File: config.mk
export PLATFORM = sky130hd
export DESIGN_NAME = regbank_write_arbiter_flat
export DESIGN_NICKNAME = d
export VERILOG_FILES = /design/src/rtl/zaf_pkg.sv /design/src/rtl/regbank_write_arbiter_if.sv /design/src/rtl/regbank_write_arbiter_rr_pick.sv /design/src/rtl/regbank_write_arbiter.sv /design/src/flat_wrapper.sv
export SDC_FILE = /design/constraint.sdc
export NUM_CORES = 1
export LEC_CHECK = 0
export ABC_AREA = 0
export BUFFER_PORTS_ARGS = -buffer_cell sky130_fd_sc_hd__buf_2
export CORE_MARGIN = 2
export CORE_UTILIZATION = 47
export DETAILED_ROUTE_END_ITERATION = 16
export PLACE_DENSITY = 0.8
export SETUP_SLACK_MARGIN = 0.02
export SLEW_MARGIN = 0
export SYNTH_ARGS = -nofsm -noshare
export SYNTH_HDL_FRONTEND = slang
export SYNTH_SLANG_ARGS = --single-unit
File: constraint.sdc
create_clock -name clock -period 3.44 [get_ports clock]
set_input_delay 0.86 -clock clock [delete_from_list [all_inputs] [get_ports clock]]
set_output_delay 0.86 -clock clock [all_outputs]
set_load 0.01 [all_outputs]
File: src/rtl/zaf_pkg.sv
// Shared register-file constants used by the register bank, the decoder and
// the writeback arbiter.
//   REG_ADDR_W : register address width (32 registers)
//   REG_DATA_W : register data width
//   REG_ZERO   : hard-wired zero register; writes to it are discarded
//   REG_RA     : link register written by call instructions
package zaf_pkg;

    localparam int REG_ADDR_W = 5;
    localparam int REG_DATA_W = 32;
    localparam int REG_ZERO   = 30;
    localparam int REG_RA     = 31;
    localparam int NUM_REGS   = 1 << REG_ADDR_W;

    // One-hot decode of a register index, used for hazard masks.
    function automatic logic [NUM_REGS-1:0] reg_onehot(input logic [REG_ADDR_W-1:0] r);
        return NUM_REGS'(1) << r;
    endfunction

endpackage

File: src/rtl/regbank_write_arbiter_if.sv
// Writeback request bus shared by all requesters of the register-bank write port.
//   req_valid : per-requester write request
//   req_addr  : destination register, requester i at slice i
//   req_data  : write data, requester i at slice i
//   req_ready : one-hot grant from the arbiter; transfer = valid & ready
// Modports: master = requester side, slave = arbiter side.
interface regbank_write_arbiter_if #(
    parameter int NUM_REQ = 3,
    parameter int ADDR_W  = 5,
    parameter int DATA_W  = 32
) ();

    logic [NUM_REQ-1:0]        req_valid;
    logic [NUM_REQ*ADDR_W-1:0] req_addr;
    logic [NUM_REQ*DATA_W-1:0] req_data;
    logic [NUM_REQ-1:0]        req_ready;

    modport master (
        output req_valid,
        output req_addr,
        output req_data,
        input  req_ready
    );

    modport slave (
        input  req_valid,
        input  req_addr,
        input  req_data,
        output req_ready
    );

endinterface

File: src/rtl/regbank_write_arbiter_rr_pick.sv
// Combinational round-robin picker. Searches req starting at index ptr and
// wrapping modulo N; the first set bit wins.
//   req   : request vector
//   ptr   : index with highest priority this cycle
//   grant : one-hot grant (all zero when no request)
//   idx   : binary index of the granted bit (0 when no request)
//   any   : at least one request present
module rr_pick #(
    parameter int N     = 3,
    parameter int PTR_W = (N > 1) ? $clog2(N) : 1
) (
    input  logic [N-1:0]     req,
    input  logic [PTR_W-1:0] ptr,
    output logic [N-1:0]     grant,
    output logic [PTR_W-1:0] idx,
    output logic             any
);

    // One spare bit so ptr + offset cannot overflow before the wrap.
    logic [PTR_W:0] pos;

    always_comb begin
        // NOTE: every output gets a default before the loop so no path leaves
        // a variable unassigned, which would otherwise infer a latch.
        grant = '0;
        idx   = '0;
        any   = 1'b0;
        pos   = '0;
        for (int k = 0; k < N; k++) begin
            pos = {1'b0, ptr} + (PTR_W+1)'(k);
            if (pos >= (PTR_W+1)'(N)) begin
                pos = pos - (PTR_W+1)'(N);
            end
            if (!any && req[pos[PTR_W-1:0]]) begin
                any                   = 1'b1;
                grant[pos[PTR_W-1:0]] = 1'b1;
                idx                   = pos[PTR_W-1:0];
            end
        end
    end

endmodule

File: src/rtl/regbank_write_arbiter.sv
// Shares the register bank's single write port among NUM_REQ writeback
// sources (ALU result, load return, link write). One round-robin grant per
// cycle; the winner is registered into a one-entry stage that drives the bank
// in the following cycle. Writes to ZERO_REG are granted but never reach the
// bank.
//   clock, reset : clock and synchronous active-high reset
//   freeze       : suppresses all grants while the bank is being (re)loaded
//   req          : requester bus (slave side), req_ready is the one-hot grant
//   regwrite     : bank write enable
//   rdAddr       : bank write address
//   writeData    : bank write data
//   pending_mask : one-hot of the register the stage is about to write
//   contention   : saturating count of cycles with two or more requests
module regbank_write_arbiter
    import zaf_pkg::*;
#(
    parameter int NUM_REQ  = 3,
    parameter int ADDR_W   = REG_ADDR_W,
    parameter int DATA_W   = REG_DATA_W,
    parameter int ZERO_REG = REG_ZERO,
    parameter int CNT_W    = 16
) (
    input  logic                  clock,
    input  logic                  reset,
    input  logic                  freeze,
    regbank_write_arbiter_if.slave req,
    output logic                  regwrite,
    output logic [ADDR_W-1:0]     rdAddr,
    output logic [DATA_W-1:0]     writeData,
    output logic [31:0]           pending_mask,
    output logic [CNT_W-1:0]      contention
);

    localparam int PTR_W = $clog2(NUM_REQ);

    logic [PTR_W-1:0]   rr_ptr;
    logic [PTR_W-1:0]   grant_idx;
    logic [PTR_W-1:0]   next_ptr;
    logic [NUM_REQ-1:0] req_eligible;
    logic [NUM_REQ-1:0] grant;
    logic               grant_any;
    logic               stage_valid;
    logic [31:0]        stage_pending;
    logic [ADDR_W-1:0]  win_addr;
    logic [DATA_W-1:0]  win_data;
    logic               win_drop;
    logic               win_write;
    logic               multi_req;

    logic [ADDR_W-1:0]  addr_arr [NUM_REQ];
    logic [DATA_W-1:0]  data_arr [NUM_REQ];

    for (genvar i = 0; i < NUM_REQ; i++) begin : g_unpack
        assign addr_arr[i] = req.req_addr[i*ADDR_W +: ADDR_W];
        assign data_arr[i] = req.req_data[i*DATA_W +: DATA_W];
    end

    // Reset and freeze mask requests before the picker so no grant escapes.
    assign req_eligible = (reset || freeze) ? '0 : req.req_valid;

    rr_pick #(
        .N     (NUM_REQ),
        .PTR_W (PTR_W)
    ) u_pick (
        .req   (req_eligible),
        .ptr   (rr_ptr),
        .grant (grant),
        .idx   (grant_idx),
        .any   (grant_any)
    );

    assign req.req_ready = grant;

    assign win_addr  = addr_arr[grant_idx];
    assign win_data  = data_arr[grant_idx];
    assign win_drop  = (win_addr == ADDR_W'(ZERO_REG));
    assign win_write = grant_any && !win_drop;
    assign next_ptr  = (grant_idx == PTR_W'(NUM_REQ - 1)) ? '0 : grant_idx + 1'b1;
    // Contention counts raw requests, so frozen cycles are included.
    assign multi_req = ($countones(req.req_valid) >= 2);

    always_ff @(posedge clock) begin
        // NOTE: state is updated with non-blocking assignments so every
        // register samples the pre-edge values regardless of statement order.
        if (reset) begin
            // NOTE: the data-path registers are reset too because they are
            // directly visible outputs and must read zero after reset.
            rr_ptr        <= '0;
            stage_valid   <= 1'b0;
            stage_pending <= '0;
            rdAddr        <= '0;
            writeData     <= '0;
            contention    <= '0;
        end else begin
            stage_valid   <= win_write;
            stage_pending <= win_write ? (32'(1) << win_addr) : '0;
            if (grant_any) begin
                rdAddr    <= win_addr;
                writeData <= win_data;
                rr_ptr    <= next_ptr;
            end
            if (multi_req && (contention != '1)) begin
                contention <= contention + CNT_W'(1);
            end
        end
    end

    // A staged write that meets reset is cancelled before it reaches the bank.
    assign regwrite     = stage_valid && !reset;
    assign pending_mask = reset ? '0 : stage_pending;

endmodule
File: src/flat_wrapper.sv
// flat-port wrapper written by rule: the top's interface ports become plain ports
module regbank_write_arbiter_flat import zaf_pkg::*;
#(
    parameter int NUM_REQ  = 3,
    parameter int ADDR_W   = REG_ADDR_W,
    parameter int DATA_W   = REG_DATA_W,
    parameter int ZERO_REG = REG_ZERO,
    parameter int CNT_W    = 16
)
  (clock, reset, freeze, regwrite, rdAddr, writeData, pending_mask, contention, req_req_valid, req_req_addr, req_req_data, req_req_ready);
  regbank_write_arbiter_if #(.NUM_REQ(NUM_REQ), .ADDR_W(ADDR_W), .DATA_W(DATA_W)) req_i ();
  input  logic clock;
  input  logic reset;
  input  logic freeze;
  output logic regwrite;
  output logic [ADDR_W-1:0] rdAddr;
  output logic [DATA_W-1:0] writeData;
  output logic [31:0] pending_mask;
  output logic [CNT_W-1:0] contention;
  input wire logic [$bits(req_i.req_valid)-1:0] req_req_valid;
  input wire logic [$bits(req_i.req_addr)-1:0] req_req_addr;
  input wire logic [$bits(req_i.req_data)-1:0] req_req_data;
  output wire logic [$bits(req_i.req_ready)-1:0] req_req_ready;
  assign req_i.req_valid = req_req_valid;
  assign req_i.req_addr = req_req_addr;
  assign req_i.req_data = req_req_data;
  assign req_req_ready = req_i.req_ready;
  regbank_write_arbiter #(.NUM_REQ(NUM_REQ), .ADDR_W(ADDR_W), .DATA_W(DATA_W), .ZERO_REG(ZERO_REG), .CNT_W(CNT_W)) u_core (.clock(clock), .reset(reset), .freeze(freeze), .req(req_i), .regwrite(regwrite), .rdAddr(rdAddr), .writeData(writeData), .pending_mask(pending_mask), .contention(contention));
endmodule
==> impl_metrics.json <==
{
  "hold_viol_final": 0,
  "drive_above_1_share_pct": 37.3,
  "area_growth_pct": 30.1,
  "power.leakage_nw": 2.62,
  "ys_ff_latch": 88,
  "ctsHoldBuffers": 0,
  "final_nets": 853,
  "rsz0062_at_grt": "false",
  "holdWs_ns": 0.489,
  "slew_headroom_pct": 38.7,
  "arrival_ns": 2.41,
  "grt_max_degree": 40,
  "postRouteAntennaNets": 0,
  "setup_tns_ns": 0,
  "htreeDepth": 3,
  "clkTransAtPathRegs_ns": 0.10,
  "antenna_found_initial": 1,
  "wirelength_um": 14100,
  "core_mm2": 0.00928,
  "grt_pass1_wl_um": 21900,
  "syn-instance-count": 536,
  "place_ws_ns": 0.221,
  "post-dp-hpwl_um": 10400,
  "vias": 4961,
  "synth_edf_count": 0,
  "drc": 0,
  "cts_num_sinks": 88,
  "synth_cell_type_count": 59,
  "io_pins": 206,
  "synth_fp_nets": 659,
  "worstMarginPinSlew_ns": 0.905,
  "report.power.total_mw": 2.26,
  "cts_tree": "built",
  "power_density_mw_per_mm2": 384,
  "skew_ns": 0.0133,
  "avgSynthCellArea_um2": 8.43,
  "final_cell_count_no_fill": 866,
  "setup_viol": 0,
  "ir_drop_mv": 0.181,
  "grt_overflow_total": 0,
  "ys.warnings.count": 0,
  "finalWorstSetupSlack_ns": 0.174,
  "num_rows": 35,
  "io_buffers": 205,
  "async_reset_ff_share_pct": 0,
  "drt-pass1-iter-count": 6,
  "status": "completed",
  "numCtsBuffers": 9,
  "final_util_pct": 63.3,
  "cap_violations": 0,
  "die_w_um": 102,
  "path_max_fanout": 9,
  "fin_crit_sh_pct": 94.9,
  "routedWlPerCell_um": 16.2,
  "cp-end-kind": "output pin",
  "cts_setup_buffers": 0,
  "viasPerCell": 5.73,
  "die_area_mm2": 0.0104,
  "required_ns": 2.58,
  "place_inst": 848,
  "cts.repair.resized": 0,
  "holdCritPathClass": "register to register",
  "grt_pass1_vias": 4665,
  "fmax_ghz": 0.306,
  "die_h_um": 102,
  "path_class": "register to output pin",
  "cts_buffer_depth": 2,
  "first_iter_violations": 199,
  "start_kind": "register",
  "track_usage_pct": 26.4,
  "placed_area_mm2": 0.00567,
  "yosysSeqAreaShare_pct": 39.0,
  "cts-root-buf": "clkbuf_8",
  "slew_viol_final": 0,
  "min_period_ns": 3.27,
  "globalplace.congestion": 0.903,
  "initial_utilization_pct": 48.7,
  "clk_latency_ns": 0.36,
  "synthFlopType": "dfxtp_1",
  "stdcell_area_mm2": 0.00588,
  "mappedNetlistArea_mm2": 0.00452
}
## report_power, final
part,switching [mW],internal [mW],total [mW]
Sequential,0.0245,1.06,1.09
Combinational,0.275,0.184,0.459
Clock,0.424,0.286,0.710
Total,0.723,1.53,2.26
## cells in the mapped netlist, drive strengths merged (3+ instances only)
cell type,count,area [um2]
dfxtp,88,1760
nand2,73,277
a21oi,39,195
o21ai,37,193
nor2b,36,225
nor4,33,288
clkbuf,29,109
nor2,26,100
a221oi,20,175
o31ai,16,158
buf,14,111
a22oi,12,90.1
inv,12,45.0
nand3,12,60.1
and3,10,62.6
nand4,9,56.3
xnor2,7,61.3
ha,6,75.1
xor2,6,52.6
a211oi,4,40.0
nand2b,4,25.0
a31oi,3,25.0
nor3,3,15.0
nor3b,3,22.5
## registers in the layout (all words and copies together) (netlist names)
signal                cells
u_core.stage_valid        1
u_core.stage_pending     32
u_core.contention        16
u_core.writeData         32
u_core.rdAddr             5
u_core.rr_ptr             2
## area by class of cell
cell class                 instances  area [um2]
fill                             835        3400
sequential                        88        1760
clock inverter                     7        75.1
timing repair buffer             226        1180
multi-input combinational        393        2520
inverter                          12        45.0
antenna                            2        5.00
tap                              129         161
clock buffer                       9         124
## kinds of logic after synthesis
| family | synth area share [%] |
|---|---|
| and+or+nand+nor | 26.1 |
| AOI/OAI and AO/OA | 23.7 |
| DFF | 39.0 |
| buffers and inverters | 5.87 |
| xor gates and xnor gates | 2.52 |
| adders and majority gates | 1.66 |
| muxes | 1.02 |
| other | 0.0830 |
## layout by cell type (no fill, tap or decap), drive strengths merged, types with 3 or more instances in the layout
cell    instances
buf           226
dfxtp          88
nand2          73
a21oi          39
o21ai          37
nor2b          36
nor4           33
nor2           26
a221oi         20
o31ai          16
inv            15
nand3          12
a22oi          12
and3           10
nand4           9
clkbuf          9
xnor2           7
xor2            6
ha              6
nand2b          4
a211oi          4
nor3b           3
nor3            3
a31oi           3
clkinv          3
## per-layer routing
metal,vias up,track usage [%],wire length (um)
li1,2346,-,-
met1,2369,33.8,5850
met2,222,43.9,6840
met3,24,5.81,1090
met4,0,9.33,271
met5,-,0,0
## worst max-delay path: stages, from the launching register on
cell     delay [ns]
dfxtp_1        0.36
inv_1          0.09
ha_1           0.34
mux2_1         0.38
a22o_2         0.27
and3_1         0.19
a41oi_1        0.16
a21oi_1        0.11
buf_2          0.15
## worst paths after layout
kind	cells past startpoint	startpoint	endpoint	slack (ns)
max reg2reg	8	u_core.rr_ptr[1]	u_core.stage_pending[11]	0.33
min reg2reg	2	u_core.rdAddr[2]	u_core.rdAddr[2]	0.49
max	8	u_core.rr_ptr[1]	req_req_ready[2]	0.17
min	2	u_core.rdAddr[2]	u_core.rdAddr[2]	0.49
(Power assumes the default switching activity.)
